$ cat src/rtl/lfsr_pkg.sv
`default_nettype none
//============================================================================
// Module      : lfsr_pkg
// Description : Shared types and single-step helpers for the LFSR generator.
//               Step functions work on a c_MAX_N-wide container; callers
//               zero-extend an N-bit register into it and truncate the
//               result back to N bits, so any N in [2, c_MAX_N] is served.
// Revision    : 1.0 - initial parametrised release
//============================================================================
package lfsr_pkg;

    localparam int c_MAX_N = 64;

    typedef enum logic [1:0] {
        IDLE   = 2'd0,
        RUN    = 2'd1,
        LOCKED = 2'd2
    } lfsr_state_e;

    // Fibonacci step: the parity of the tapped bits enters at the top of an
    // n-bit register while everything shifts one place toward bit 0.
    // Bits at and above n must be zero on entry and stay zero on exit.
    function automatic logic [c_MAX_N-1:0] lfsr_fib_step(
        input logic [c_MAX_N-1:0] s,
        input logic [c_MAX_N-1:0] taps,
        input int unsigned        n
    );
        logic nb;
        nb = ^(s & taps);
        return (s >> 1) | ({{(c_MAX_N-1){1'b0}}, nb} << (n - 1));
    endfunction

    // Galois step: the bit leaving at position 0 toggles every tapped bit.
    function automatic logic [c_MAX_N-1:0] lfsr_galois_step(
        input logic [c_MAX_N-1:0] s,
        input logic [c_MAX_N-1:0] taps
    );
        return (s >> 1) ^ ({c_MAX_N{s[0]}} & taps);
    endfunction

endpackage
`default_nettype wire

$ cat src/rtl/lfsr_step_unroll.sv
`default_nettype none
//============================================================================
// Module      : lfsr_step_unroll
// Description : Combinational W-step unroll of an N-bit right-shifting LFSR.
//               o_word[k] is s[0] before step k; o_s_next is the register
//               after all W steps. i_mode = 1 selects Galois stepping.
// Ports       : i_s, i_taps (N), i_mode (1) -> o_word (W), o_s_next (N)
// Revision    : 1.0 - initial parametrised release
//============================================================================
module lfsr_step_unroll
    import lfsr_pkg::*;
#(
    parameter int N = 8,
    parameter int W = 1
) (
    input  logic [N-1:0] i_s,
    input  logic [N-1:0] i_taps,
    input  logic         i_mode,
    output logic [W-1:0] o_word,
    output logic [N-1:0] o_s_next
);

    always_comb begin
        logic [N-1:0] w_cur;
        w_cur  = i_s;
        o_word = '0;
        for (int k = 0; k < W; k++) begin
            o_word[k] = w_cur[0];
            if (i_mode) begin
                w_cur = N'(lfsr_galois_step(c_MAX_N'(w_cur), c_MAX_N'(i_taps)));
            end else begin
                w_cur = N'(lfsr_fib_step(c_MAX_N'(w_cur), c_MAX_N'(i_taps), N));
            end
        end
        o_s_next = w_cur;
    end

endmodule
`default_nettype wire

$ cat src/rtl/lfsr_gen.sv
`default_nettype none
//============================================================================
// Module      : lfsr_gen
// Description : W-bit-per-clock PRBS source built on an N-bit right-shifting
//               LFSR with runtime-loadable taps/seed, valid/ready output and
//               all-zero lock-up detection (halts until reconfigured).
//               Optional macro LFSR_GALOIS_EN adds cfg_galois_i, latched on
//               cfg_load_i, selecting Galois instead of Fibonacci stepping.
// Ports       : clk_i, reset_ni (async, active-low)
//               cfg_load_i, cfg_taps_i[N], cfg_seed_i[N] (+ cfg_galois_i)
//               enable_i, ready_i -> data_o[W] (bit 0 oldest), valid_o,
//               lockup_o
// Revision    : 1.0 - initial parametrised release
//============================================================================
module lfsr_gen
    import lfsr_pkg::*;
#(
    parameter int           N            = 8,
    parameter int           W            = 1,
    parameter logic [N-1:0] DEFAULT_TAPS = N'(8'b0000_0011),
    parameter logic [N-1:0] DEFAULT_SEED = N'(8'b0000_0001)
) (
    input  logic         clk_i,
    input  logic         reset_ni,
    input  logic         cfg_load_i,
    input  logic [N-1:0] cfg_taps_i,
    input  logic [N-1:0] cfg_seed_i,
`ifdef LFSR_GALOIS_EN
    input  logic         cfg_galois_i,
`endif
    input  logic         enable_i,
    output logic [W-1:0] data_o,
    output logic         valid_o,
    input  logic         ready_i,
    output logic         lockup_o
);

    lfsr_state_e  r_state, w_state_nxt;
    logic [N-1:0] r_s, w_s_nxt;
    logic [N-1:0] r_taps, w_taps_nxt;
    logic [W-1:0] r_data, w_data_nxt;
    logic         r_valid, w_valid_nxt;
    logic         r_lockup, w_lockup_nxt;

    logic [W-1:0] w_word;
    logic [N-1:0] w_s_adv;
    logic         w_mode;
    logic         w_s_zero;
    logic         w_produce;

`ifdef LFSR_GALOIS_EN
    logic r_galois;

    always_ff @(posedge clk_i or negedge reset_ni) begin
        if (!reset_ni) begin
            r_galois <= 1'b0;
        end else if (cfg_load_i) begin
            r_galois <= cfg_galois_i;
        end
    end

    assign w_mode = r_galois;
`else
    assign w_mode = 1'b0;
`endif

    lfsr_step_unroll #(
        .N (N),
        .W (W)
    ) u_unroll (
        .i_s      (r_s),
        .i_taps   (r_taps),
        .i_mode   (w_mode),
        .o_word   (w_word),
        .o_s_next (w_s_adv)
    );

    assign w_s_zero  = (r_s == '0);
    // Output register may only be overwritten when empty or being consumed;
    // ready_i only gates register enables, never feeds data_o directly.
    assign w_produce = !r_valid || ready_i;

    always_ff @(posedge clk_i or negedge reset_ni) begin
        if (!reset_ni) begin
            r_state  <= IDLE;
            r_s      <= DEFAULT_SEED;
            r_taps   <= DEFAULT_TAPS;
            r_data   <= '0;
            r_valid  <= 1'b0;
            r_lockup <= 1'b0;
        end else begin
            r_state  <= w_state_nxt;
            r_s      <= w_s_nxt;
            r_taps   <= w_taps_nxt;
            r_data   <= w_data_nxt;
            r_valid  <= w_valid_nxt;
            r_lockup <= w_lockup_nxt;
        end
    end

    always_comb begin
        w_state_nxt  = r_state;
        w_s_nxt      = r_s;
        w_taps_nxt   = r_taps;
        w_data_nxt   = r_data;
        w_valid_nxt  = r_valid;
        w_lockup_nxt = r_lockup;

        if (cfg_load_i) begin
            // Reconfiguration wins over everything, including a word that is
            // being accepted this very cycle. A zero seed is left for the
            // next enable to detect.
            w_taps_nxt   = cfg_taps_i;
            w_s_nxt      = cfg_seed_i;
            w_valid_nxt  = 1'b0;
            w_lockup_nxt = 1'b0;
            w_state_nxt  = IDLE;
        end else begin
            case (r_state)
                IDLE: begin
                    w_valid_nxt = 1'b0;
                    if (enable_i) begin
                        if (w_s_zero) begin
                            w_lockup_nxt = 1'b1;
                            w_state_nxt  = LOCKED;
                        end else begin
                            w_data_nxt  = w_word;
                            w_valid_nxt = 1'b1;
                            w_s_nxt     = w_s_adv;
                            w_state_nxt = RUN;
                        end
                    end
                end
                RUN: begin
                    if (w_produce) begin
                        // Dropping enable takes precedence over lock-up; a
                        // zero register is then caught on the next enable.
                        if (!enable_i) begin
                            w_valid_nxt = 1'b0;
                            w_state_nxt = IDLE;
                        end else if (w_s_zero) begin
                            w_valid_nxt  = 1'b0;
                            w_lockup_nxt = 1'b1;
                            w_state_nxt  = LOCKED;
                        end else begin
                            w_data_nxt  = w_word;
                            w_valid_nxt = 1'b1;
                            w_s_nxt     = w_s_adv;
                        end
                    end
                end
                LOCKED: begin
                    w_valid_nxt  = 1'b0;
                    w_lockup_nxt = 1'b1;
                end
                default: begin
                    w_valid_nxt = 1'b0;
                    w_state_nxt = IDLE;
                end
            endcase
        end
    end

    assign data_o   = r_data;
    assign valid_o  = r_valid;
    assign lockup_o = r_lockup;

endmodule
`default_nettype wire

$ cat config.mk
export PLATFORM = sky130hd
export DESIGN_NAME = lfsr_gen
export DESIGN_NICKNAME = d
export VERILOG_FILES = /design/src/rtl/lfsr_pkg.sv /design/src/rtl/lfsr_step_unroll.sv /design/src/rtl/lfsr_gen.sv
export SDC_FILE = /design/constraint.sdc
export NUM_CORES = 1
export LEC_CHECK = 0
export ABC_CLOCK_PERIOD_IN_PS = 4800
export BUFFER_PORTS_ARGS = -buffer_cell sky130_fd_sc_hd__clkbuf_2
export CAP_MARGIN = 20
export CORE_MARGIN = 2
export CORE_UTILIZATION = 39
export CTS_BUF_LIST = sky130_fd_sc_hd__clkbuf_2 sky130_fd_sc_hd__clkbuf_4 sky130_fd_sc_hd__clkbuf_8
export DETAILED_ROUTE_END_ITERATION = 12
export GPL_ROUTABILITY_DRIVEN = 0
export PLACE_DENSITY_LB_ADDON = 0.2
export SETUP_SLACK_MARGIN = 0.02
export SLEW_MARGIN = 20
export SYNTH_ARGS = -nofsm -noshare
export SYNTH_HDL_FRONTEND = slang
export SYNTH_SLANG_ARGS = --single-unit
$ cat constraint.sdc
create_clock -name clk_i -period 4.8 [get_ports clk_i]
set_clock_uncertainty 0.15 [all_clocks]
set_input_delay 0.24 -clock clk_i [delete_from_list [all_inputs] [get_ports clk_i]]
set_output_delay 0.24 -clock clk_i [all_outputs]
set_load 0.01 [all_outputs]
==> summary.txt, run 1 <==
Run status
  • Outcome: complete, no violations

GRT
  • Total congestion overflow: 0
  • Largest net degree at the start of global routing: 30
  • GR Util All Layers: between 10% and 20%
  • Initial antenna violation count: 0
  • Vias in the first global route: between 600 and 700
  • First-pass GRT wire length: roughly 2800 um

Final layout
  • Inserted Diodes: 0
  • Area Overhead vs Synth: 27.39%
  • # fillers: around 240
  • Post-layout net count: approximately 150
  • Fraction of layout cells with a size suffix above 1: about a third

Power
  • P per Cell Area: slightly below 300 nW/um2
  • Seq pwr share: 56.0%
  • Pleak: between 0.6 and 0.7 nW
  • Clock network fraction of total power: 22.6%
  • Sw frac: between 20 and 30%
  • Gate power share: around a fifth
  • Worst IR drop on VDD: 0.2569 mV
  • P_sw: between 0.1 and 0.15 mW
  • Internal cell power: ~0.28 mW

Setup path
  • Reg2reg start: r_state[0]$_DFFE_PN0P_
  • CP Launch Point: r_state[0]$_DFFE_PN0P_
  • Data required, critical path: slightly below 5 ns
  • CP Capture Type: flip-flop
  • R2r setup slk: approximately 3.1 ns
  • R2R Path End: data_o$_DFFE_PN0P_
  • Worst R2R Path Depth: 4
  • CP max FO: 10
  • Critical path class: reg -> reg
  • Worst EP arrival: about 1.7 ns
  • CP Launch Type: flip-flop

CTS
  • Total CTS buffers: 3
  • Clk pin slew, worst setup/hold paths: ~0.13 ns
  • Clk Latency, worst-skew pair: about 0.3 ns
  • H-Tree Depth: 1
  • Maximum clock path buffer count: 2
  • Sink Count: 21
  • CTS tree: built
  • Root buffer cell: clkbuf_4

Synth
  • Multiplexer share of the synthesized area: between 15 and 20%
  • Synth Register Bits: 21
  • Post-synth cell types: 20
  • Mapped Nets: approximately 110
  • Mapped Area: roughly 1000 um2
  • Post-Synth Simple-Gate Area: roughly 14%
  • Post-synthesis compound-gate area fraction: under 10%
  • Ys Warns: 0
  • Largest family of logic cells by synthesized area: multiplexers
  • Post-Synth Adder-Cell Area: 0%
  • Xor/xnor share of the synthesized area: 6.072%
  • Seq/Total Area, Yosys: between 50% and 60%
  • Synth Area per Inst: 11.47 um2
  • Post-Synthesis Cells: 88

Detailed routing
  • Residual DRC: 0
  • Via count: 705
  • DR WL/cell: 11.64 um
  • Max Used Layer: met4
  • Routed metal-1 wirelength: ~880 um
  • Routed wl met2: roughly 810 um
  • WL met3: a little under 80 um
  • Post-Route WL: roughly 1800 um
  • Iter 0 DRT Violations: 3
  • Pre-Repair DR Iteration Count: 4
  • Via density: about 4.6
  • Remaining antenna violation count: 0

STA
  • Final cycle utilization of the critical path: about a third
  • Slack of the critical path: between 3 and 4 ns
  • Final Max Tran Viols: 0
  • Sum Neg Setup Slack: 0 ns
  • RSZ-0062 raised after global routing: false
  • Hold Vio Cnt, Final: 0
  • Maximum clock frequency: around 600 MHz
  • Worst slew margin: 65.22%
  • Final Setup Violations: 0
  • Measured slew at the worst slew-check pin: 0.5217 ns
  • Min cycle time layout: ~1.7 ns

Hold path
  • Hold WC Path Type: in -> reg
  • Hold-critical path depth: 3
  • Hold path start: cfg_seed_i[5]
  • Hold Path End: r_s[5]$_DFFE_PN0P_

Floorplan
  • Core Rows: 18
  • DIE WIDTH: around 55 um
  • Boundary pin count: 24
  • Core footprint: 2455 um2
  • Area of the die: between 3000 and 4000 um2
  • DIE HEIGHT: roughly 55 um
  • Initial core utilization: 41.13%

Placed design
  • Worst slack at placement: between 3 and 4 ns
  • Port bufs: 23

Flow run
  • Max Cap Viol: 0
==> worst max path at each step <==
stage | end | slack, ns
after detailed placement | data_o$_DFFE_PN0P_ | 3.12
after floorplan | data_o$_DFFE_PN0P_ | 3.11
final | data_o$_DFFE_PN0P_ | 3.13
after global routing | data_o$_DFFE_PN0P_ | 3.04
after CTS | data_o$_DFFE_PN0P_ | 3.10
after global placement | data_o$_DFFE_PN0P_ | 3.15
==> power groups by stage <==
stage	Sequential, mW	Combinational [mW]	Clock, mW
3_3_place_gp	0.216	0.0749	0
3_5_place_dp	0.217	0.0757	0
2_1_floorplan	0.214	0.0547	0
5_1_grt	0.217	0.0911	0.0991
6_report	0.213	0.0814	0.0859
4_1_cts	0.214	0.0783	0.0880
==> metrics by stage <==
step / area [um2] / total power [mW] / std cells / hold WS (ns) / utilization (%)
2_1_floorplan: 1010 / 0.2684 / 88 / -0.2056 / -
3_3_place_gp: 1139 / 0.2912 / 137 / 0.08770 / 46.38
3_5_place_dp: 1139 / 0.2927 / 137 / 0.09797 / 46.38
4_1_cts: 1206 / 0.3799 / 145 / 0.003430 / 49.13
5_1_grt: 1286 / 0.4073 / 153 / 0.008474 / 52.40
6_report: 1286 / 0.3804 / 153 / 0.01181 / 52.40
==> cells in the mapped netlist <==
library cell,n,share of area [%]
dfstp_2,3,7.8
clkbuf_1,2,0.74
a21oi_1,3,1.5
xor2_1,2,1.7
dfrtp_1,18,45
a211oi_1,2,1.5
inv_1,2,0.74
buf_2,1,0.50
xnor2_1,5,4.3
nor2_1,2,0.74
buf_6,1,1.1
mux2i_1,7,6.9
mux2_2,8,8.9
and3b_2,1,0.99
nor4_1,2,1.2
o21ai_0,8,4.0
mux2_4,1,1.5
nand3b_4,2,4.0
nand2_1,17,6.3
or3b_1,1,0.87
==> final cells by class <==
type	count	area, um2	share of cell area, %
clock buffer	3	22.52	1.751
clock inverter	1	5.005	0.3891
inverter	2	7.507	0.5837
multi-input combinational	61	449.2	34.92
sequential	21	529.3	41.15
tap	30	37.54	2.918
timing repair buffer	35	235.2	18.29
==> flip-flops by register name, indices dropped and copies added, names as in the netlist <==
signal,cells
data_o,1
lockup_o,1
r_s,8
r_state,2
r_taps,8
valid_o,1
==> layer usage <==
| metal | vias to the layer above | GRT usage (%) |
|---|---|---|
| met3 | 2 | 3.279 |
| met4 | 0 | 5.000 |
| met5 | - | 0 |
| met1 | 317 | 17.44 |
| li1 | 369 | - |
| met2 | 17 | 20.63 |
==> layout by cell type, fill, tap and decap left out, drive strengths merged <==
cell type / count
a211oi: 2
a21oi: 3
and3b: 1
clkbuf: 26
clkinv: 1
dfrtp: 18
dfstp: 3
dlygate4sd3: 12
inv: 2
mux2: 9
mux2i: 7
nand2: 17
nand3b: 2
nor2: 2
nor4: 2
o21ai: 8
or3b: 1
xnor2: 5
xor2: 2
==> repair_timing <==
item / 4_1_cts / 5_1_grt
hold endpoints to repair: 21 / 8
hold buffers: 4 / 8
buffers inserted: 0 / 0
endpoints found under the setup margin: 0 / 0
gates resized for setup: 0 / 0
==> critical path, stage by stage, from the launching register on <==
cell and delay (ns):
dfrtp_1 0.43, nand3b_4 0.11, nand3b_4 0.17, or3b_1 0.42, mux2_4 0.30
==> cells by family (layout without fill, tap and decap cells) <==
kind of cell | after synthesis | count (layout)
flops | 21 | 21
buf+inv | 6 | 41
xor+xnor | 7 | 7
simple gates | 25 | 25
mux | 16 | 16
compound gates | 13 | 13
(Power assumes the default switching activity.)
==> inputs of run 2 (changes only) <==
Settings changed: ABC_CLOCK_PERIOD_IN_PS 4800 to 1700.
Clock period 4.8 ns to 1.7 ns, I/O delays scaled along.
==> summary.txt, run 2 (synthesis gave the netlist of run 1 again) <==
Setup path
  • Worst EP arrival: 1.68 ns (-0.04 ns)
  • CP Launch Type: flip-flop
  • CP peak stage delay: 0.58 ns (+0.15 ns)
  • Data required, critical path: 1.75 ns (-3.10 ns)
  • Top delay family on crit path: flip-flops
  • CP Capture Type: flip-flop
  • CP max stage cell: dfstp_2
  • Critical path class: reg -> reg
  • CP Cell Sequence: nor4_2, nand2_1, or3b_4, mux2_4
  • Buf/Inv on CP: 0 (unchanged)
  • CP max FO: 4 (-6)

Detailed routing
  • Residual DRC: 0 (unchanged)
  • DR WL/cell: 11.55 um (-0.79%)
  • Iter 0 DRT Violations: 0 (-3)
  • Pre-Repair DR Iteration Count: 1 (-3)
  • Remaining antenna violation count: 0 (unchanged)
  • Post-Route WL: 1917 um (+7.6%)
  • Via count: 769 (+9.1%)
  • Via density: 4.633 (+0.54%)

Power
  • Worst IR drop on VDD: 0.4611 mV (+80%)
  • Pleak: 0.6761 nW (+9.3%)
  • P per Cell Area: 785.5 nW/um2 (+170%)

CTS
  • Root buffer cell: clkbuf_4
  • Total CTS buffers: 3 (unchanged)
  • Setup bufs post-CTS: 0 (unchanged)
  • Clk pin slew, worst setup/hold paths: 0.12 ns (about the same)
  • CTS tree: built
  • H-Tree Depth: 1 (unchanged)
  • Maximum clock path buffer count: 2 (unchanged)
  • Sink Count: 21 (unchanged)
  • Clk Latency, worst-skew pair: 0.30 ns (about the same)

GRT
  • Largest net degree at the start of global routing: 28 (-6.7%)
  • GR Util All Layers: 15.29% (+2.1 points)
  • M3 GR Usage: 2.459% (-0.82 points)
  • Initial antenna violation count: 0 (unchanged)
  • Met2 Usage GRT: 25.60% (+5.0 points)
  • Total congestion overflow: 0 (unchanged)
  • Busiest grt layer: met2
  • Met1 usage: 18.90% (+1.5 points)
  • Vias in the first global route: 779 (+20%)
  • First-pass GRT wire length: 3222 um (+16%)

Hold path
  • Hold WC Path Type: in -> async

STA
  • Hold Vio Cnt, Final: 0 (unchanged)
  • Measured slew at the worst slew-check pin: 0.5262 ns (+0.004489 ns)
  • Maximum clock frequency: 613.6 MHz (+2.7%)
  • Min cycle time layout: 1.630 ns (-0.04367 ns)
  • Final cycle utilization of the critical path: 95.86% (+61 points)
  • Worst slew margin: 64.92% (-0.30 points)
  • Final Max Tran Viols: 0 (unchanged)
  • Final Hold Slack: 0.1213 ns (+0.1095 ns)
  • RSZ-0062 raised after global routing: false
  • Final Setup Violations: 0 (unchanged)
  • Sum Neg Setup Slack: 0 ns (unchanged)

Final layout
  • Final core utilization: 57.80% (+5.4 points)
  • Post-layout net count: 158 (+9.0%)
  • Largest registers: r_s x8, r_taps x8, r_state x2
  • Commonest non-fill, non-tap cell in the layout: clkbuf_2
  • # fillers: 223 (-5.5%)
  • Multi-input gate area: 464.2 um2 (+3.3%)
  • Storage cell area: 529.3 um2 (unchanged)
  • Area Overhead vs Synth: 40.52%
  • Inserted Diodes: 0 (unchanged)
  • Commonest non-fill, non-tap cells in the layout: 23 x clkbuf_2, 20 x dlygate4sd3_1, 18 x dfrtp_1
  • Post-Layout Cell Count: 166 (+8.5%)
  • Fraction of layout cells with a size suffix above 1: 36.76% (+2.6 points)
  • Final Cell Area: 1419 um2 (+10%)

Floorplan
  • DIE HEIGHT: 54.88 um (unchanged)
  • Initial core utilization: 41.13% (unchanged)
  • DIE WIDTH: 54.88 um (unchanged)
  • Area of the die: 3012 um2 (unchanged)
  • Core footprint: 2455 um2 (unchanged)
  • Core Rows: 18 (unchanged)
  • Boundary pin count: 24 (unchanged)

Placed design
  • Port bufs: 23 (unchanged)
  • DP Wirelength: 1293 um
  • Post-DP Area: 1179 um2 (+3.5%)
  • Placed cell count: 142 (+3.6%)

Run status
  • Outcome: complete, no violations

Flow run
  • Max Cap Viol: 0 (unchanged)
==> run 2: timing repair <==
item | 4_1_cts | 5_1_grt
hold endpoints to repair | 39 | 0
hold buffers | 20 | 0
resized for setup | 0 | 2
endpoints found under the setup margin | 0 | 1
==> run 2: layout make-up <==
cell class              instances  area share [%]
repair buffers                 48           24.87
flip-flops and latches         21           37.30
well taps                      30           2.646
inverters                       2          0.5291
clock inverters                 1          0.3527
clock buffers                   3           1.587
multi-input cells              61           32.72
==> run 2: path summary, 6_finish.rpt <==
kind                                        startpoint                     end  slack, ns  depth (start not counted)
worst max-delay path                r_s[0]$_DFFE_PN1P_      data_o$_DFFE_PN0P_       0.07                          4
worst min-delay path                          reset_ni   r_taps[7]$_DFFE_PN0P_       0.12                          2
worst max register to register      r_s[0]$_DFFE_PN1P_      data_o$_DFFE_PN0P_       0.07                          4
worst min register to register  r_state[1]$_DFFE_PN0P_  r_state[0]$_DFFE_PN0P_       0.35                          1
max in group asynchronous                     reset_ni   r_taps[1]$_DFFE_PN1P_       0.92                          2
min in group clk_i              r_state[1]$_DFFE_PN0P_  r_state[0]$_DFFE_PN0P_       0.35                          1
==> run 2: layer usage <==
layer	up-vias	routed length, um
met1	356	896
li1	397	-
met5	-	0
met4	0	10
met3	2	63
met2	14	946
==> run 2: report_power, final <==
group / total [mW] / internal [mW] / leakage, nW / switching [mW]
Sequential: 0.602 / 0.558 / 0.253 / 0.0434
Clock: 0.242 / 0.0877 / 0.0177 / 0.154
Combinational: 0.271 / 0.163 / 0.406 / 0.108
==> run 2: through the flow <==
stage	total power [mW]	setup WS (ns)
after floorplan	0.7592	0.01607
after global placement	0.8419	0.09929
after CTS	1.127	0.06224
after detailed placement	0.8438	0.07605
final	1.114	0.07033
after global routing	1.197	0.02161
==> inputs of run 3 (changes only) <==
Settings changed: SETUP_SLACK_MARGIN 0.02 to 0.3, TNS_END_PERCENT from default to 30.
==> summary.txt, run 3 (synthesis gave the netlist of run 1 again) <==
STA
  • RSZ-0062 raised after global routing: true
  • Measured slew at the worst slew-check pin: 0.5284 ns (+0.002187 ns)
  • Hold Vio Cnt, Final: 2 (+2)
  • Worst slew margin: 64.77% (-0.15 points)
  • Final Hold Slack: -0.04524 ns (-0.1665 ns)
  • Sum Neg Setup Slack: 0 ns (unchanged)
  • Final cycle utilization of the critical path: 96.19% (+0.33 points)
  • Min cycle time layout: 1.635 ns (+0.005622 ns)
  • Maximum clock frequency: 611.5 MHz (-0.34%)
  • Final Setup Violations: 0 (unchanged)
  • Final Max Tran Viols: 0 (unchanged)

Setup path
  • CP Capture Type: flip-flop
  • Data required, critical path: 1.76 ns (about the same)
  • CP max FO: 3 (-1)
  • Critical path class: reg -> reg
  • Reg2reg start: r_s[0]$_DFFE_PN1P_
  • R2r setup slk: 0.06 ns (about the same)
  • Worst R2R Path Depth: 4 (unchanged)
  • CP Launch Type: flip-flop
  • CP Launch Point: r_s[0]$_DFFE_PN1P_
  • R2R Path End: data_o$_DFFE_PN0P_
  • Worst EP arrival: 1.69 ns (about the same)

Final layout
  • Multi-input gate area: 483.0 um2 (+4.0%)
  • Area Overhead vs Synth: 45.85%
  • Storage cell area: 529.3 um2 (unchanged)
  • Commonest non-fill, non-tap cells in the layout: 23 x clkbuf_2, 19 x dlygate4sd3_1, 18 x dfrtp_1
  • Inserted Diodes: 0 (unchanged)
  • Fraction of layout cells with a size suffix above 1: 41.84% (+5.1 points)
  • # fillers: 220 (-1.3%)
  • Post-layout net count: 163 (+3.2%)
  • Largest registers: r_s x8, r_taps x8, r_state x2
  • Commonest non-fill, non-tap cell in the layout: clkbuf_2

Detailed routing
  • Via density: 4.754 (+2.6%)
  • Iter 0 DRT Violations: 3 (+3)
  • Remaining antenna violation count: 0 (unchanged)
  • Via count: 813 (+5.7%)
  • Post-Route WL: 2068 um (+7.9%)
  • Residual DRC: 0 (unchanged)
  • Pre-Repair DR Iteration Count: 2 (+1)
  • DR WL/cell: 12.09 um (+4.7%)

Hold path
  • Hold WC Path Type: in -> reg
  • Hold Path End: r_state[0]$_DFFE_PN0P_
  • Hold path start: ready_i
  • Hold-critical path depth: 3

Power
  • P per Cell Area: 776.0 nW/um2 (-1.2%)
  • Worst IR drop on VDD: 0.4665 mV (+1.2%)
  • Pleak: 0.7032 nW (+4.0%)

Floorplan
  • Core Rows: 18 (unchanged)
  • Area of the die: 3012 um2 (unchanged)
  • DIE HEIGHT: 54.88 um (unchanged)
  • Core footprint: 2455 um2 (unchanged)
  • Initial core utilization: 41.13% (unchanged)
  • Boundary pin count: 24 (unchanged)
  • DIE WIDTH: 54.88 um (unchanged)

GRT
  • GR Util All Layers: 15.80% (+0.51 points)
  • Initial antenna violation count: 0 (unchanged)
  • Vias in the first global route: 803 (+3.1%)
  • First-pass GRT wire length: 3325 um (+3.2%)
  • Total congestion overflow: 0 (unchanged)
  • Largest net degree at the start of global routing: 28 (unchanged)

CTS
  • Total CTS buffers: 3 (unchanged)
  • Sink Count: 21 (unchanged)
  • CTS tree: built
  • Hold-fix buffers, CTS: 19 (-5.0%)
  • Maximum clock path buffer count: 2 (unchanged)
  • Root buffer cell: clkbuf_4
  • Clk Latency, worst-skew pair: 0.31 ns (about the same)
  • H-Tree Depth: 1 (unchanged)
  • Clk pin slew, worst setup/hold paths: 0.12 ns (about the same)

Run status
  • Failing checks: hold timing
  • Outcome: complete, but fails checks

Flow run
  • Max Cap Viol: 0 (unchanged)

Placed design
  • Port bufs: 23 (unchanged)
  • DP Wirelength: 1293 um (unchanged)
==> run 3: cell types whose count changed in the layout (fill, tap and decap cells not counted), sizes merged <==
cell	previous run	this run
buf	5	11
dlygate4sd3	20	19
==> run 3: through the flow <==
stage / cell area (um2) / cells / setup slack, ns / power (mW) / utilization, %
2_1_floorplan: 1012 / 88 / 0.01607 / 0.7592 / -
3_3_place_gp: 1179 / 142 / 0.09929 / 0.8419 / 48.01
3_5_place_dp: 1179 / 142 / 0.07605 / 0.8438 / 48.01
4_1_cts: 1418 / 167 / 0.09113 / 1.132 / 57.75
5_1_grt: 1473 / 171 / 0.02824 / 1.228 / 59.99
6_report: 1473 / 171 / 0.06471 / 1.143 / 59.99
==> run 3: critical path, stage by stage (launching register included) <==
cell and delay, ns:
dfstp_2 0.58, nor4_2 0.05, nand2_1 0.07, or3b_4 0.39
mux2_4 0.30
==> run 3: final cells by class <==
type                            instances  area share, %
Clock buffer                            3          1.529
Sequential cell                        21          35.94
Inverter                                2         0.5098
Timing Repair Buffer                   53          26.34
Multi-Input combinational cell         61          32.80
Clock inverter                          1         0.3398
Tap cell                               30          2.549
==> run 3: per-layer routing <==
layer	vias to the layer above	wire [um]	global-route usage (%)
met1	390	907	19.04
met3	2	74	2.459
met5	-	0	0
met4	0	10	7.500
li1	407	-	-
met2	14	1076	27.18
==> run 3: how the worst max path moves through the flow <==
stage,endpoint,cells after the start
2_1_floorplan,data_o$_DFFE_PN0P_,5
3_3_place_gp,data_o$_DFFE_PN0P_,4
3_5_place_dp,data_o$_DFFE_PN0P_,4
4_1_cts,data_o$_DFFE_PN0P_,4
5_1_grt,data_o$_DFFE_PN0P_,4
6_report,data_o$_DFFE_PN0P_,4
==> run 3: power breakdown <==
| part | leakage (nW) | internal [mW] | switching (mW) | total (mW) |
|---|---|---|---|---|
| logic | 0.433 | 0.178 | 0.120 | 0.298 |
| registers | 0.253 | 0.558 | 0.0416 | 0.600 |
| clock network | 0.0177 | 0.0877 | 0.157 | 0.245 |
| total | 0.703 | 0.825 | 0.318 | 1.14 |
==> run 3: timing repair <==
action	CTS	global route
resized for setup	1	6
endpoints found under the hold margin	39	2
pin swaps	2	5
gates cloned	0	0
endpoints found under the setup margin	4	12
buffers inserted	2	4
